File: src/rtl/game_pkg.sv
// Shared definitions for the round controller and its score bank.
//   NUM_PLAYERS / SCORE_W : player count and per-player score width
//   round_state_t         : round sequencing states
//   popcount4             : number of set bits in a 4-bit player mask
package game_pkg;

    localparam int NUM_PLAYERS = 4;
    localparam int SCORE_W     = 4;

    typedef enum logic [1:0] {
        ST_IDLE,
        ST_ARMED,
        ST_PLAY,
        ST_RESULT
    } round_state_t;

    function automatic logic [2:0] popcount4(input logic [3:0] v);
        return 3'(v[0]) + 3'(v[1]) + 3'(v[2]) + 3'(v[3]);
    endfunction

endpackage

File: src/rtl/game_round_ctrl_score_bank.sv
// score_bank: one saturating win counter per player.
//   clk_i, rst_i : clock, async active-low reset (counters cleared)
//   inc_i        : one-hot increment request, one bit per player
//   scores_o     : packed counters, player n at [n*SCORE_W +: SCORE_W]
module score_bank
    import game_pkg::*;
(
    input  logic                           clk_i,
    input  logic                           rst_i,
    input  logic [NUM_PLAYERS-1:0]         inc_i,
    output logic [NUM_PLAYERS*SCORE_W-1:0] scores_o
);

    for (genvar g = 0; g < NUM_PLAYERS; g++) begin : g_cnt
        logic [SCORE_W-1:0] cnt_q, cnt_d;

        // Hold at all-ones instead of wrapping.
        always_comb begin
            cnt_d = cnt_q;
            if (inc_i[g] && (cnt_q != '1)) cnt_d = cnt_q + 1'b1;
        end

        always_ff @(posedge clk_i or negedge rst_i) begin
            if (!rst_i) cnt_q <= '0;
            else        cnt_q <= cnt_d;
        end

        assign scores_o[g*SCORE_W +: SCORE_W] = cnt_q;
    end

endmodule

File: src/rtl/game_round_ctrl.sv
// game_round_ctrl: sequences game rounds around the countdown block.
//   clk_i, rst_i       : clock, async active-low reset
//   start_btn_i        : single-cycle start / abort / restart request
//   line_type_i        : countdown run flag, 1 = round in play
//   active_players_i   : enabled-player mask from the countdown block
//   crash_i            : per-player single-cycle crash pulses
//   new_game_o         : single-cycle new-round request to countdown block
//   alive_o            : players still alive this round
//   winner_o           : one-hot winner, 0 = draw
//   winner_valid_o     : result valid
//   scores_o           : four 4-bit saturating win counters
module game_round_ctrl
    import game_pkg::*;
#(
    parameter int unsigned EndHold     = 200_000_000,
    parameter bit          AutoRestart = 1'b1
) (
    input  logic                           clk_i,
    input  logic                           rst_i,
    input  logic                           start_btn_i,
    input  logic                           line_type_i,
    input  logic [NUM_PLAYERS-1:0]         active_players_i,
    input  logic [NUM_PLAYERS-1:0]         crash_i,
    output logic                           new_game_o,
    output logic [NUM_PLAYERS-1:0]         alive_o,
    output logic [NUM_PLAYERS-1:0]         winner_o,
    output logic                           winner_valid_o,
    output logic [NUM_PLAYERS*SCORE_W-1:0] scores_o
);

    round_state_t           state_q, state_d;
    logic [NUM_PLAYERS-1:0] act_q, act_d;
    logic [NUM_PLAYERS-1:0] alive_q, alive_d;
    logic [NUM_PLAYERS-1:0] winner_q, winner_d;
    logic                   wvalid_q, wvalid_d;
    logic                   new_game_q, new_game_d;
    logic [31:0]            hold_q, hold_d;
    logic [NUM_PLAYERS-1:0] inc;
    logic [NUM_PLAYERS-1:0] alive_nxt;
    logic [2:0]             thresh;
    logic                   do_restart;

    // Survivors after this cycle's crashes; crashes of locked-out players ignored.
    assign alive_nxt = alive_q & ~(crash_i & act_q);
    // A multi-player round ends at one survivor, a solo round at none.
    assign thresh    = (popcount4(act_q) >= 3'd2) ? 3'd1 : 3'd0;

    always_comb begin
        state_d    = state_q;
        act_d      = act_q;
        alive_d    = alive_q;
        winner_d   = winner_q;
        wvalid_d   = wvalid_q;
        hold_d     = hold_q;
        new_game_d = 1'b0;
        inc        = '0;
        do_restart = 1'b0;

        case (state_q)
            ST_IDLE: begin
                if (start_btn_i && (active_players_i != '0)) do_restart = 1'b1;
            end
            ST_ARMED: begin
                if (line_type_i) begin
                    alive_d = active_players_i;
                    act_d   = active_players_i;
                    state_d = ST_PLAY;
                end
            end
            ST_PLAY: begin
                // Abort outranks both a dropped run flag and a same-cycle crash.
                if (start_btn_i) begin
                    do_restart = 1'b1;
                end else if (!line_type_i) begin
                    state_d = ST_IDLE;
                end else begin
                    alive_d = alive_nxt;
                    if (popcount4(alive_nxt) <= thresh) begin
                        state_d  = ST_RESULT;
                        wvalid_d = 1'b1;
                        winner_d = (popcount4(alive_nxt) == 3'd1) ? alive_nxt : '0;
                        inc      = (popcount4(alive_nxt) == 3'd1) ? alive_nxt : '0;
                        hold_d   = '0;
                    end
                end
            end
            ST_RESULT: begin
                if (start_btn_i) begin
                    do_restart = 1'b1;
                end else if (hold_q == EndHold - 1) begin
                    hold_d = '0;
                    if (AutoRestart) do_restart = 1'b1;
                    else             state_d    = ST_IDLE;
                end else begin
                    hold_d = hold_q + 32'd1;
                end
            end
            default: state_d = ST_IDLE;
        endcase

        // Every new round request wipes the previous round's visible state.
        if (do_restart) begin
            new_game_d = 1'b1;
            alive_d    = '0;
            winner_d   = '0;
            wvalid_d   = 1'b0;
            hold_d     = '0;
            state_d    = ST_ARMED;
        end
    end

    always_ff @(posedge clk_i or negedge rst_i) begin
        if (!rst_i) begin
            state_q    <= ST_IDLE;
            act_q      <= '0;
            alive_q    <= '0;
            winner_q   <= '0;
            wvalid_q   <= 1'b0;
            new_game_q <= 1'b0;
            hold_q     <= '0;
        end else begin
            state_q    <= state_d;
            act_q      <= act_d;
            alive_q    <= alive_d;
            winner_q   <= winner_d;
            wvalid_q   <= wvalid_d;
            new_game_q <= new_game_d;
            hold_q     <= hold_d;
        end
    end

    score_bank u_score_bank (
        .clk_i    (clk_i),
        .rst_i    (rst_i),
        .inc_i    (inc),
        .scores_o (scores_o)
    );

    assign new_game_o     = new_game_q;
    assign alive_o        = alive_q;
    assign winner_o       = winner_q;
    assign winner_valid_o = wvalid_q;

endmodule

File: config.mk
export PLATFORM = sky130hd
export DESIGN_NAME = game_round_ctrl
export DESIGN_NICKNAME = d
export VERILOG_FILES = /design/src/rtl/game_pkg.sv /design/src/rtl/game_round_ctrl_score_bank.sv /design/src/rtl/game_round_ctrl.sv
export SDC_FILE = /design/constraint.sdc
export NUM_CORES = 1
export LEC_CHECK = 0
export CORE_ASPECT_RATIO = 0.6
export CORE_MARGIN = 10
export CORE_UTILIZATION = 55
export DETAILED_ROUTE_END_ITERATION = 10
export PLACE_DENSITY = 0.75
export SLEW_MARGIN = 30
export SYNTH_ARGS = -nofsm -noshare
export SYNTH_HDL_FRONTEND = slang
export SYNTH_HIERARCHICAL = 1
export SYNTH_SLANG_ARGS = --single-unit
File: constraint.sdc
create_clock -name clk_i -period 7.6 [get_ports clk_i]
set_input_delay 2.28 -clock clk_i [delete_from_list [all_inputs] [get_ports clk_i]]
set_output_delay 2.28 -clock clk_i [all_outputs]
set_load 0.005 [all_outputs]
# ---- Word-level counts from Yosys, hierarchy flattened
# Cells that the tools add are included.
dict set report totals {
  input_bits 12
  register_bits 64
  out_inout_bits 26
}
dict set report op_classes {
  mux 40
  reduce_logical 17
  n_eq_ne 16
  bitwise 3
  add_sub_neg 11
  order_cmp 2
}
# cell count
set ops {}
lappend ops {{$mux W32} 6}
lappend ops {{$pmux W32 S2} 1}
lappend ops {{$mux W4} 14}
lappend ops {{$add A32 B1 Y32 const B} 1}
lappend ops {{$eq A32 B28 Y1 const B} 1}
lappend ops {{$ne A4 B4 Y1 const B} 5}
lappend ops {{$add A4 B1 Y4 const B} 4}
lappend ops {{$ne A3 B3 Y1 const B} 5}
lappend ops {{$reduce_and A4 Y1} 3}
lappend ops {{$mux W1} 11}
lappend ops {{$mux W2} 5}
lappend ops {{$and A4 B4 Y4} 2}
lappend ops {{$pmux W4 S2} 1}
lappend ops {{$add A2 B1 Y3} 2}
lappend ops {{$add A3 B1 Y3} 2}
lappend ops {{$reduce_bool A2 Y1} 3}
lappend ops {{$reduce_bool A3 Y1} 2}
lappend ops {{$logic_and A1 B1 Y1} 5}
lappend ops {{$reduce_and A5 Y1} 1}
lappend ops {{$add A1 B1 Y2} 2}
lappend ops {{$eq A2 B2 Y1 const B} 2}
lappend ops {{$not A4 Y4} 1}
lappend ops {{$pmux W2 S2} 1}
lappend ops {{$reduce_bool A4 Y1} 1}
lappend ops {{8 further kinds} 8}

# ---- Longest topological paths before layout
dict set report depth {
  depth_word 13
  depth_mapped 16
}

# ---- Hierarchy
# The synthesis kept the hierarchy.
# module instances seq_area_each_um2 cells_per_inst area_per_inst_um2
set modules_own_cells {}
lappend modules_own_cells {game_round_ctrl 1 1201.2 357 3015.4}
lappend modules_own_cells {score_bank 1 400.4 64 760.7}

# ---- Worst setup path before layout
# No wires, ideal clock.
dict set report synth_timing {
  path_type {input port to flip-flop}
  from {in crash_i[0]}
  to {reg u_score_bank.g_cnt[0].cnt_q[1]}
  path_slack_ns 2.450
  stages 14
  t_required_ns 7.475
  setup_ns 0.125
  n_path_buf 1
  t_arrival_ns 5.025
  path_cell_list {nand2_1 > nand2_1 > fa_1 > inv_1 > ha_1 > ha_1 > nor2_1 > a31oi_1 > or3_1 > clkbuf_1 > or3_1 > inv_1 > nand2_2 > mux2_4}
}
dict set report synth_via {
  elab_chain_cells 13
}
# element line_no
set synth_lines {}
lappend synth_lines {{from (decl)} game_round_ctrl.sv:23} ;# input logic [NUM_PLAYERS-1:0] crash_i,
lappend synth_lines {{$and A4 B4 Y4 (*)} game_round_ctrl.sv:44} ;# assign alive_nxt = alive_q & ~(crash_i & act_q);
lappend synth_lines {{$not A4 Y4 (*)} game_round_ctrl.sv:44}
lappend synth_lines {{$and A4 B4 Y4 (*)} game_round_ctrl.sv:44}
lappend synth_lines {{parallel branches: the longest is 5 deep, another holds $add A2 B1 Y3} --}
lappend synth_lines {{$mux W4 (*)} game_round_ctrl.sv:78} ;# if (popcount4(alive_nxt) <= thresh) begin
lappend synth_lines {{$mux W4 (*)} game_round_ctrl.sv:74} ;# end else if (!line_type_i) begin
lappend synth_lines {{$mux W4 (*)} game_round_ctrl.sv:72} ;# if (start_btn_i) begin
lappend synth_lines {{$mux W4 (*)} game_round_ctrl.sv:59} ;# case (state_q)
lappend synth_lines {{via inc[0]} game_round_ctrl.sv:38} ;# logic [NUM_PLAYERS-1:0] inc;
lappend synth_lines {{$logic_and A1 B1 Y1 (*)} game_round_ctrl_score_bank.sv:20} ;# if (inc_i[g] && (cnt_q != '1)) cnt_d = cnt_q + 1'b1;
lappend synth_lines {{to (signal assigned)} game_round_ctrl_score_bank.sv:25} ;# else cnt_q <= cnt_d;
lappend synth_lines {{to (decl)} game_round_ctrl_score_bank.sv:15} ;# logic [SCORE_W-1:0] cnt_q, cnt_d;
# Mark *: on every way through the listed nets, which the timed path passes.
# A chain may end at the register's enable or synchronous reset.

# ---- Final worst setup path
dict set report layout_timing {
  from {in crash_i[0]}
  to {reg u_score_bank.g_cnt[1].cnt_q[3]}
}
dict set report layout_via {
  elab_chain_cells 13
}
# element line_no
set layout_lines {}
lappend layout_lines {{$and A4 B4 Y4 (*)} game_round_ctrl.sv:44}
lappend layout_lines {{$not A4 Y4 (*)} game_round_ctrl.sv:44}
lappend layout_lines {{$and A4 B4 Y4 (*)} game_round_ctrl.sv:44}
lappend layout_lines {{$add A1 B1 Y2 (*)} game_pkg.sv:18} ;# return 3'(v[0]) + 3'(v[1]) + 3'(v[2]) + 3'(v[3]);
lappend layout_lines {{$add A2 B1 Y3 (*)} game_pkg.sv:18}
lappend layout_lines {{$add A3 B1 Y3 (*)} game_pkg.sv:18}
lappend layout_lines {{parallel branches: the longest is 2 deep, another holds $le A3 B1 Y1} --}
lappend layout_lines {{$mux W4 (*)} game_round_ctrl.sv:78}
lappend layout_lines {{$mux W4 (*)} game_round_ctrl.sv:74}
lappend layout_lines {{$mux W4 (*)} game_round_ctrl.sv:72}
lappend layout_lines {{$mux W4 (*)} game_round_ctrl.sv:59}
lappend layout_lines {{via inc[1]} game_round_ctrl.sv:38}
lappend layout_lines {{$logic_and A1 B1 Y1 (*)} game_round_ctrl_score_bank.sv:20}
lappend layout_lines {{to (signal assigned)} game_round_ctrl_score_bank.sv:25}
lappend layout_lines {{to (decl)} game_round_ctrl_score_bank.sv:15}
# Marked as above.

==> reports/results.tsv <==
metric	value	unit
worstSetupPathType	primary input to register	
multiInputGateArea	2020	sq um
place_inst	524	
ys_types	58	
place.detailed.hpwl	6.81	mm
die_w	127	um
synth.area.top_cells	dfrtp_1 (42%), nand2_1 (5.9%), nand3_1 (3.2%)	
synth_edf_count	0	
crit_chain	clkdlybuf4s50_1 -> nand2_1 -> nand2_1 -> fa_1 -> inv_1 -> ha_1 -> ha_1 -> nor2_1 -> a31oi_1 -> or3_1 -> or3_1 -> inv_1 -> nand4_1 -> nor3_1 -> a21oi_1	
critPathMaxStageDelay	0.57	ns
instances_no_fill	540	
worstMarginPinSlew	0.850	ns
synth_area	3780	sq um
max_slew_margin	43.2	%
p_seq_share	34.7	%
synth-compound-area-share	13.0	%
synth_flop_cell	dfrtp_1	
synth_simple_gate_area_share	29.2	%
power_frac_comb	32.6	%
cp_max_fo	8	
hold_path.class	register to register	
yosysWarnings	6	
p_sw	0.444	mW
overflow	0	
synth_area_leader_cell	dfrtp_1	
hold_violations	0	
grt_usage	18.6	%
initial_core_util	56.6	%
p_leak	1.96	nW
cp-end-kind	register	
drv_cap	0	
die_area	10700	sq um
status	finished clean	
drc	0	
diodes	0	
setup_viol	0	
totalWireLength	9.90	mm
fin_util	67.3	%
finalMaxSlewViolations	0	
synth_cells	421	
dpl_cell_area	4190	sq um
async_reset_ff_share	100	%
vdd_drop_max	163	uV
gp_congestion	0.896	
io_pins	38	
syn_to_final_growth	19.0	%
max_freq	183	MHz
critPathRequiredTime	7.82	ns
arrival	5.70	ns
clk_pin_slew	0.05	ns
numPortBuffers	37	
clk_latency	0.34	ns
drtIter0Drc	468	
rsz0062_at_grt	false	
swShare	34.8	%
drive_gt1_share	10.8	%
via_per_inst	6.26	
power_density	284	nW/um^2
period_needed	5.48	ns
design_area	4490	sq um
antenna_found_initial	0	
cts_root_buf	clkbuf_16	
grt_pass1_wl	16.5	mm
grt_pass1_vias	3109	
skew	0.00556	ns
cp_slowest_cell	fa_1	
worstSetupStartpointType	primary input	
h-tree-depth	3	
drtAntennaViolNets	0	
ctsHoldBuffers	0	
internal_power	0.831	mW
fill_cells	545	
fin_nets	471	
p_clk_share	32.7	%
synth_top_family_by_area	simple AND/OR/NAND/NOR gates	
final_cell_mix	dfrtp_1 (64), nand2_1 (59), clkdlybuf4s50_1 (36)	
yosysSeqAreaShare	42.4	%
fp.dieH	84.2	um
tritoncts	yes	
cts_setup_buffers	0	
drt_first_pass_iters	5	
synth-xor-area-share	2.09	%
cts_made_buffers	9	
synth_seq_cells	64	
synthAdderAreaFrac	4.04	%
clock_path_buffers	2	
coreArea	6680	sq um
grt_start_max_net_pins	65	
syn_avg_cell_area	8.97	sq um
regArea	1600	sq um
synth_top_area_share	42.4	%
cts.sink_count	64	
synthMuxAreaShare	4.77	%
total_power	1.28	mW
synth_nets	444	
vias	3378	
finalCritPeriodShare	72.1	%
rows	23	
wl_per_cell	18.3	um
finalSetupTns	0	ns
cts_resized	0	
final_common_cell	dfrtp_1	
## power groups by stage
stage / sequential, mW / clock, mW / combinational, mW
floorplan: 0.427 / 0 / 0.277
global placement: 0.445 / 0 / 0.396
detailed placement: 0.446 / 0 / 0.415
CTS: 0.441 / 0.424 / 0.417
global route: 0.450 / 0.439 / 0.462
finish: 0.443 / 0.416 / 0.416
## state kept, by name, indices dropped and copies added, names as in the netlist
signal,flops
winner_valid_o,1
u_score_bank/g_cnt.cnt_q,16
winner_o,4
state_q,2
new_game_o,1
alive_o,4
act_q,4
hold_q,32
## area by class of cell
cell class | count | share of cell area, %
clock buffer | 11 | 5.40
clock inverter | 5 | 1.25
inverter | 19 | 1.59
multi-input combinational | 313 | 44.9
sequential | 64 | 35.7
tap | 87 | 2.42
timing repair buffer | 41 | 8.80
## synthesized netlist by cell type, types with 2 or more instances
cell type	number
dfrtp_1	64
nand2_1	59
nand3_1	24
a21oi_1	23
o21ai_0	21
clkbuf_1	20
inv_1	19
nand4_1	19
nor2_1	16
nor3_1	11
or3_1	11
and3_1	10
ha_1	9
a31oi_1	8
mux2_2	8
nor4_1	7
nor4b_1	7
or4_1	7
xnor2_1	7
and4_1	5
mux2_4	4
nand2_2	4
nand3_2	4
buf_2	3
mux2i_1	3
nor2b_1	3
a21o_1	2
a22o_1	2
a22oi_1	2
a31o_2	2
a32oi_1	2
and3_2	2
fa_1	2
nand2b_1	2
nand3b_1	2
o211ai_1	2
o22ai_1	2
o31ai_1	2
xor2_1	2
## cells by family (layout without fill, tap and decap cells)
kind of cell	Yosys count	in the layout
buffers and inverters	44	76
XOR/XNOR	9	9
multiplexers	15	15
adder cells (fa/ha/maj)	11	11
flip-flops	64	64
AND/OR/NAND/NOR	199	199
AO/OA/AOI/OAI	79	79
## stage by stage
| stage | setup slack [ns] | hold slack [ns] |
|---|---|---|
| floorplan | 2.45 | 0.484 |
| global placement | 1.92 | 0.491 |
| detailed placement | 1.81 | 0.492 |
| CTS | 2.16 | 0.506 |
| global route | 1.87 | 0.543 |
| finish | 2.12 | 0.502 |
## layer usage
layer / up-vias / routed length (um) / track usage (%)
met5: - / 0 / 0
met3: 14 / 669 / 6.34
met4: 0 / 107 / 3.91
li1: 1598 / - / -
met1: 1646 / 4870 / 27.5
met2: 120 / 4250 / 25.4
## critical path: cells and delay by family
kind                     cells  cell delay (ns)
AO/OA/AOI/OAI                2             0.20
adder cells (fa/ha/maj)      3             1.02
buffers and inverters        3             0.59
AND/OR/NAND/NOR              7             1.62
## final timing paths
| check | slack (ns) | end | cells after the start | startpoint |
|---|---|---|---|---|
| worst min-delay path | 0.50 | winner_valid_o | 2 | winner_valid_o |
| worst min register to register | 0.50 | winner_valid_o | 2 | winner_valid_o |
| worst max-delay path | 2.12 | u_score_bank/g_cnt[1].cnt_q[3] | 15 | crash_i[0] |
| min in group asynchronous | 2.12 | hold_q[13] | 2 | rst_i |
| max in group asynchronous | 4.93 | winner_valid_o | 2 | rst_i |
| worst max register to register | 4.01 | u_score_bank/g_cnt[1].cnt_q[3] | 14 | act_q[0] |
Power figures use the tool's default switching activity.
